**config.mk**
```make
export PLATFORM = sky130hd
export DESIGN_NAME = stream_demux
export DESIGN_NICKNAME = d
export VERILOG_FILES = /design/src/rtl/demux_pkg.sv /design/src/rtl/demux_slot.sv /design/src/rtl/stream_demux.sv
export SDC_FILE = /design/constraint.sdc
export NUM_CORES = 1
export LEC_CHECK = 0
export BUFFER_PORTS_ARGS = -buffer_cell sky130_fd_sc_hd__buf_2
export CAP_MARGIN = 20
export CORE_MARGIN = 5
export CORE_UTILIZATION = 28
export CTS_BUF_LIST = sky130_fd_sc_hd__clkbuf_4
export CTS_CLUSTER_DIAMETER = 50
export DETAILED_ROUTE_END_ITERATION = 12
export PLACE_DENSITY = 0.53
export SLEW_MARGIN = 20
export SYNTH_ARGS = -nofsm -noshare
export SYNTH_HDL_FRONTEND = slang
export SYNTH_HIERARCHICAL = 1
export SYNTH_SLANG_ARGS = --single-unit
```
**constraint.sdc**
```tcl
create_clock -name clk -period 3.25 [get_ports clk]
set_input_delay 0.1625 -clock clk [delete_from_list [all_inputs] [get_ports clk]]
set_output_delay 0.1625 -clock clk [all_outputs]
set_load 0.01 [all_outputs]
```
**src/rtl/demux_pkg.sv**
```systemverilog
// Shared types and helpers for the stream demultiplexer.
// Provides the FSM state type and a constant log2 used to size the select field.
package demux_pkg;

    typedef enum logic {
        ST_IDLE   = 1'b0,
        ST_LOCKED = 1'b1
    } demux_state_e;

    function automatic int unsigned clog2(input int unsigned v);
        int unsigned r;
        r = 0;
        for (int unsigned i = 0; i < 32; i++) begin
            if ((32'd1 << i) < v) begin
                r = i + 1;
            end
        end
        return r;
    endfunction

endpackage

```
**src/rtl/demux_slot.sv**
```systemverilog
// One-entry output holding slot for a single demux channel.
// Refill wins over drain, so a beat can leave and a new one arrive in the same cycle.
module demux_slot
    import demux_pkg::*;
#(
    parameter int WIDTH = 8
) (
    input  logic             clk,
    input  logic             rst_n,
    input  logic             load,
    input  logic [WIDTH-1:0] data,
    input  logic             last,
    input  logic             ready,
    output logic             valid,
    output logic             free,
    output logic [WIDTH-1:0] q_data,
    output logic             q_last
);

    assign free = !valid || ready;

    always_ff @(posedge clk or negedge rst_n) begin
        if (!rst_n) begin
            valid  <= 1'b0;
            q_data <= '0;
            q_last <= 1'b0;
        end else if (load) begin
            valid  <= 1'b1;
            q_data <= data;
            q_last <= last;
        end else if (valid && ready) begin
            valid <= 1'b0;
        end
    end

endmodule

```
**src/rtl/stream_demux.sv**
```systemverilog
// Registered 1-to-N_OUT stream demultiplexer with per-packet channel lock.
// Beats aimed at a channel index >= N_OUT are swallowed and counted.
module stream_demux
    import demux_pkg::*;
#(
    parameter int WIDTH = 8,
    parameter int N_OUT = 4,
    parameter int SEL_W = clog2(N_OUT),
    parameter int CNT_W = 8
) (
    input  logic                   clk,
    input  logic                   rst_n,
    input  logic                   in_valid,
    output logic                   in_ready,
    input  logic [WIDTH-1:0]       in_data,
    input  logic [SEL_W-1:0]       in_sel,
    input  logic                   in_last,
    output logic [N_OUT-1:0]       out_valid,
    input  logic [N_OUT-1:0]       out_ready,
    output logic [N_OUT*WIDTH-1:0] out_data,
    output logic [N_OUT-1:0]       out_last,
    output logic                   busy,
    output logic [CNT_W-1:0]       drop_cnt
);

    localparam logic [SEL_W:0] N_OUT_L = (SEL_W + 1)'(N_OUT);

    demux_state_e     state_q, state_d;
    logic [SEL_W-1:0] lock_sel_q, lock_sel_d;
    logic [SEL_W-1:0] tgt;
    logic             en_q;
    logic             tgt_ok;
    logic             tgt_free;
    logic             accept;
    logic [N_OUT-1:0] load;
    logic [N_OUT-1:0] slot_free;

    assign busy = (state_q == ST_LOCKED);
    assign tgt  = busy ? lock_sel_q : in_sel;

    assign tgt_ok   = ({1'b0, tgt} < N_OUT_L);
    // en_q keeps in_ready low during reset and releases it one edge later
    assign in_ready = en_q && (!tgt_ok || tgt_free);
    assign accept   = in_valid && in_ready;

    always_comb begin
        tgt_free = 1'b0;
        load     = '0;
        for (int unsigned k = 0; k < N_OUT; k++) begin
            if (tgt == SEL_W'(k)) begin
                tgt_free = slot_free[k];
                load[k]  = accept && tgt_ok;
            end
        end
    end

    always_comb begin
        state_d    = state_q;
        lock_sel_d = lock_sel_q;
        if (accept) begin
            case (state_q)
                ST_IDLE: begin
                    if (!in_last) begin
                        state_d    = ST_LOCKED;
                        lock_sel_d = in_sel;
                    end
                end
                ST_LOCKED: begin
                    if (in_last) begin
                        state_d = ST_IDLE;
                    end
                end
                default: state_d = ST_IDLE;
            endcase
        end
    end

    always_ff @(posedge clk or negedge rst_n) begin
        if (!rst_n) begin
            state_q    <= ST_IDLE;
            lock_sel_q <= '0;
            en_q       <= 1'b0;
        end else begin
            state_q    <= state_d;
            lock_sel_q <= lock_sel_d;
            en_q       <= 1'b1;
        end
    end

    always_ff @(posedge clk or negedge rst_n) begin
        if (!rst_n) begin
            drop_cnt <= '0;
        end else if (accept && !tgt_ok && (drop_cnt != '1)) begin
            drop_cnt <= drop_cnt + 1'b1;
        end
    end

    for (genvar k = 0; k < N_OUT; k++) begin : g_slot
        demux_slot #(
            .WIDTH(WIDTH)
        ) u_slot (
            .clk   (clk),
            .rst_n (rst_n),
            .load  (load[k]),
            .data  (in_data),
            .last  (in_last),
            .ready (out_ready[k]),
            .valid (out_valid[k]),
            .free  (slot_free[k]),
            .q_data(out_data[k*WIDTH +: WIDTH]),
            .q_last(out_last[k])
        );
    end

endmodule

```
==> run metrics <==
outcome completed; Vias per Instance 4.092; Max Clock Skew 0.01274 ns; dominant synthesized flop cell dfrtp_1; die width 95.06 microns; I/O Pins 68; residual DRC count 0; clock slew at reported path FFs 0.13 ns; register bit total from synthesis 44; GRT overflow 0; Unique masters post-synth 22; Synth async-reset ratio 1.000; peak supply drop 0.0003877 V; Total GRT Usage 0.09903; overall die area 9035 sq um; Min-Delay Path Class in2reg; actual slew at the worst max-slew pin 0.8200 ns; min cycle time layout 2.591 ns; row cnt 31; Max Freq 0.3859 GHz; Static Leakage 1.215 nW; area delta synth->final 21.68%; final period utilization 0.7973; Mean Syn Cell Area 15.70 sq um; Post-Syn Area 2026 sq um; initial antenna violation count 0; sequential-to-total area share from yosys stat 0.5435; drt pass-1 iters 4; Post-Synth Adder-Cell Area 0; WL final 4398 microns; WL/cell 14.96 microns; largest area contributor in the netlist dfrtp_1; Max Cap Viol 0; WP data arrival 2.83 ns; final setup fails 0; CTS tree built; Synth Area in Simple Gates 0.06856; vias in the first global route 1,283; Core Box Area 7137 sq um; Synth Area in XOR/XNOR 0; # clock sinks 44; htree depth 2; CTS Buf Count 5; setup_tns 0 ns; critical path type reg2reg; detailed placement HPWL 3152 microns; Req. time, crit path 3.49 ns; fin worst setup slack 0.6587 ns; CTS root buffer clkbuf_4; Min Hold Slack 0.06293 ns; Die Ht 95.06 microns; Compound-Gate Fraction of Synth Area 0.04015; Gate Count Post-Synth 129; FF-to-FF setup slack 0.66 ns; proportion of synthesized area in mux cells 0.2829; largest net degree at the start of global routing 45; Hold Path Sink busy; number of synthesized flops with an enable pin 0; worst relative slew slack 0.4533; n_diodes 0; worst-skew pair later-pin latency 0.35 ns; share of the synthesized area in the top cell type 0.5435; Final Util 0.3454; Nets 212; r2r worst-path depth 6; Synth area leaders dfrtp_1, mux2_4, buf_4; Startpoint Class flop; Final Hold Viols 0; DR iter-0 viols 12; Place WS 0.6588 ns; largest family of logic cells by synthesized area multiplexers; # Post-CTS Setup Buffers 0; most frequent cell after synthesis dfrtp_1; IO Port Bufs 59; post-detailed-route count of antenna-violating nets 0; CP max FO 12; vias after detailed routing 1,203; reg2reg end g_slot[3].u_slot/q_data[0]; Max clock buf depth 2; Layout fillers 729; commonest cells in the synthesized netlist dfrtp_1, mux2_4, nand2b_1; start point of the critical path busy; Initial Utilization 0.2838; number of max-slew violations in the final report 0; P per Cell Area 839.0 nW/um^2; layout cells sized above 1 0.5949; Ys Warns 6; first-pass GRT wire length 6803 microns; r2r startpoint busy; CP endpoint kind flop; Hold Crit Start in_last; Placer Congestion 0.6832; hold path depth 2; RSZ-0062 raised after global routing false
[final cells by class]
type | count | area [sq um] | area share
multi-input combinational | 77 | 838.3 | 0.3401
inverter | 2 | 7.507 | 0.003046
clock buffer | 7 | 52.55 | 0.02132
tap | 99 | 123.9 | 0.05025
sequential | 44 | 1101 | 0.4467
clock inverter | 1 | 3.754 | 0.001523
timing repair buffer | 64 | 337.8 | 0.1371
[worst max-delay path, stage by stage, from the launching register on]
cell       delay, ns
dfrtp_1         0.55
nand3b_1        0.22
a21oi_2         0.09
a2111oi_4       0.41
nand3_2         0.21
a21oi_2         0.65
mux2_4          0.35
[report_power, final]
group	leakage, nW	switching, W	internal (W)
clock network	0.0338	0.000168	0.000100
logic	0.648	0.000352	0.000505
registers	0.533	0.000152	0.000791
[logic make-up (layout without fill, tap and decap cells)]
group,count (synthesis),after routing
AOI/OAI and AO/OA,9,9
buffers and inverters,15,74
DFF,44,44
muxes,39,39
other,2,9
and+or+nand+nor,20,20
[state kept, by name, indices dropped and copies added (netlist names)]
name / flops
g_slot.u_slot/valid: 4
lock_sel_q: 2
g_slot.u_slot/q_data: 32
busy: 1
en_q: 1
g_slot.u_slot/q_last: 4
[placed cells by master, fill, tap and decap left out, types with 2 or more instances in the layout]
master,instances
mux2_4,36
a21oi_2,4
nand2b_1,9
dfrtp_1,44
buf_2,58
nor2_1,2
mux2_1,2
inv_1,2
a21oi_1,2
buf_4,5
conb_1,9
nand3b_1,3
clkbuf_4,7
[per-stage QoR]
stage               power, W  std cells  cell area [sq um]
finish              0.002068        294               2465
global route        0.002199        294               2465
CTS                 0.002107        294               2462
detailed placement  0.001819        285               2396
global placement    0.001814        285               2396
floorplan           0.001483        136               2052
[repair_timing]
| action | in CTS | in global routing |
|---|---|---|
| endpoints found under the hold margin | 44 | 0 |
| resized for setup | 0 | 0 |
| hold buffers | 1 | 0 |
[worst max path at each step]
stage	to
after floorplan	g_slot[1].u_slot/q_data[0]
after global placement	g_slot[3].u_slot/q_data[7]
after detailed placement	g_slot[3].u_slot/q_data[4]
after CTS	g_slot[3].u_slot/q_data[6]
after global routing	g_slot[3].u_slot/q_data[2]
final	g_slot[3].u_slot/q_data[0]
[routing by layer]
metal	vias to the layer above	part of all wire	track usage
met5	-	0	0
met4	0	0.0030	0.02524
met3	2	0.083	0.03710
met2	50	0.44	0.1415
met1	590	0.48	0.1409
li1	561	-	-
Note: power is estimated with default switching activity, not from simulation.
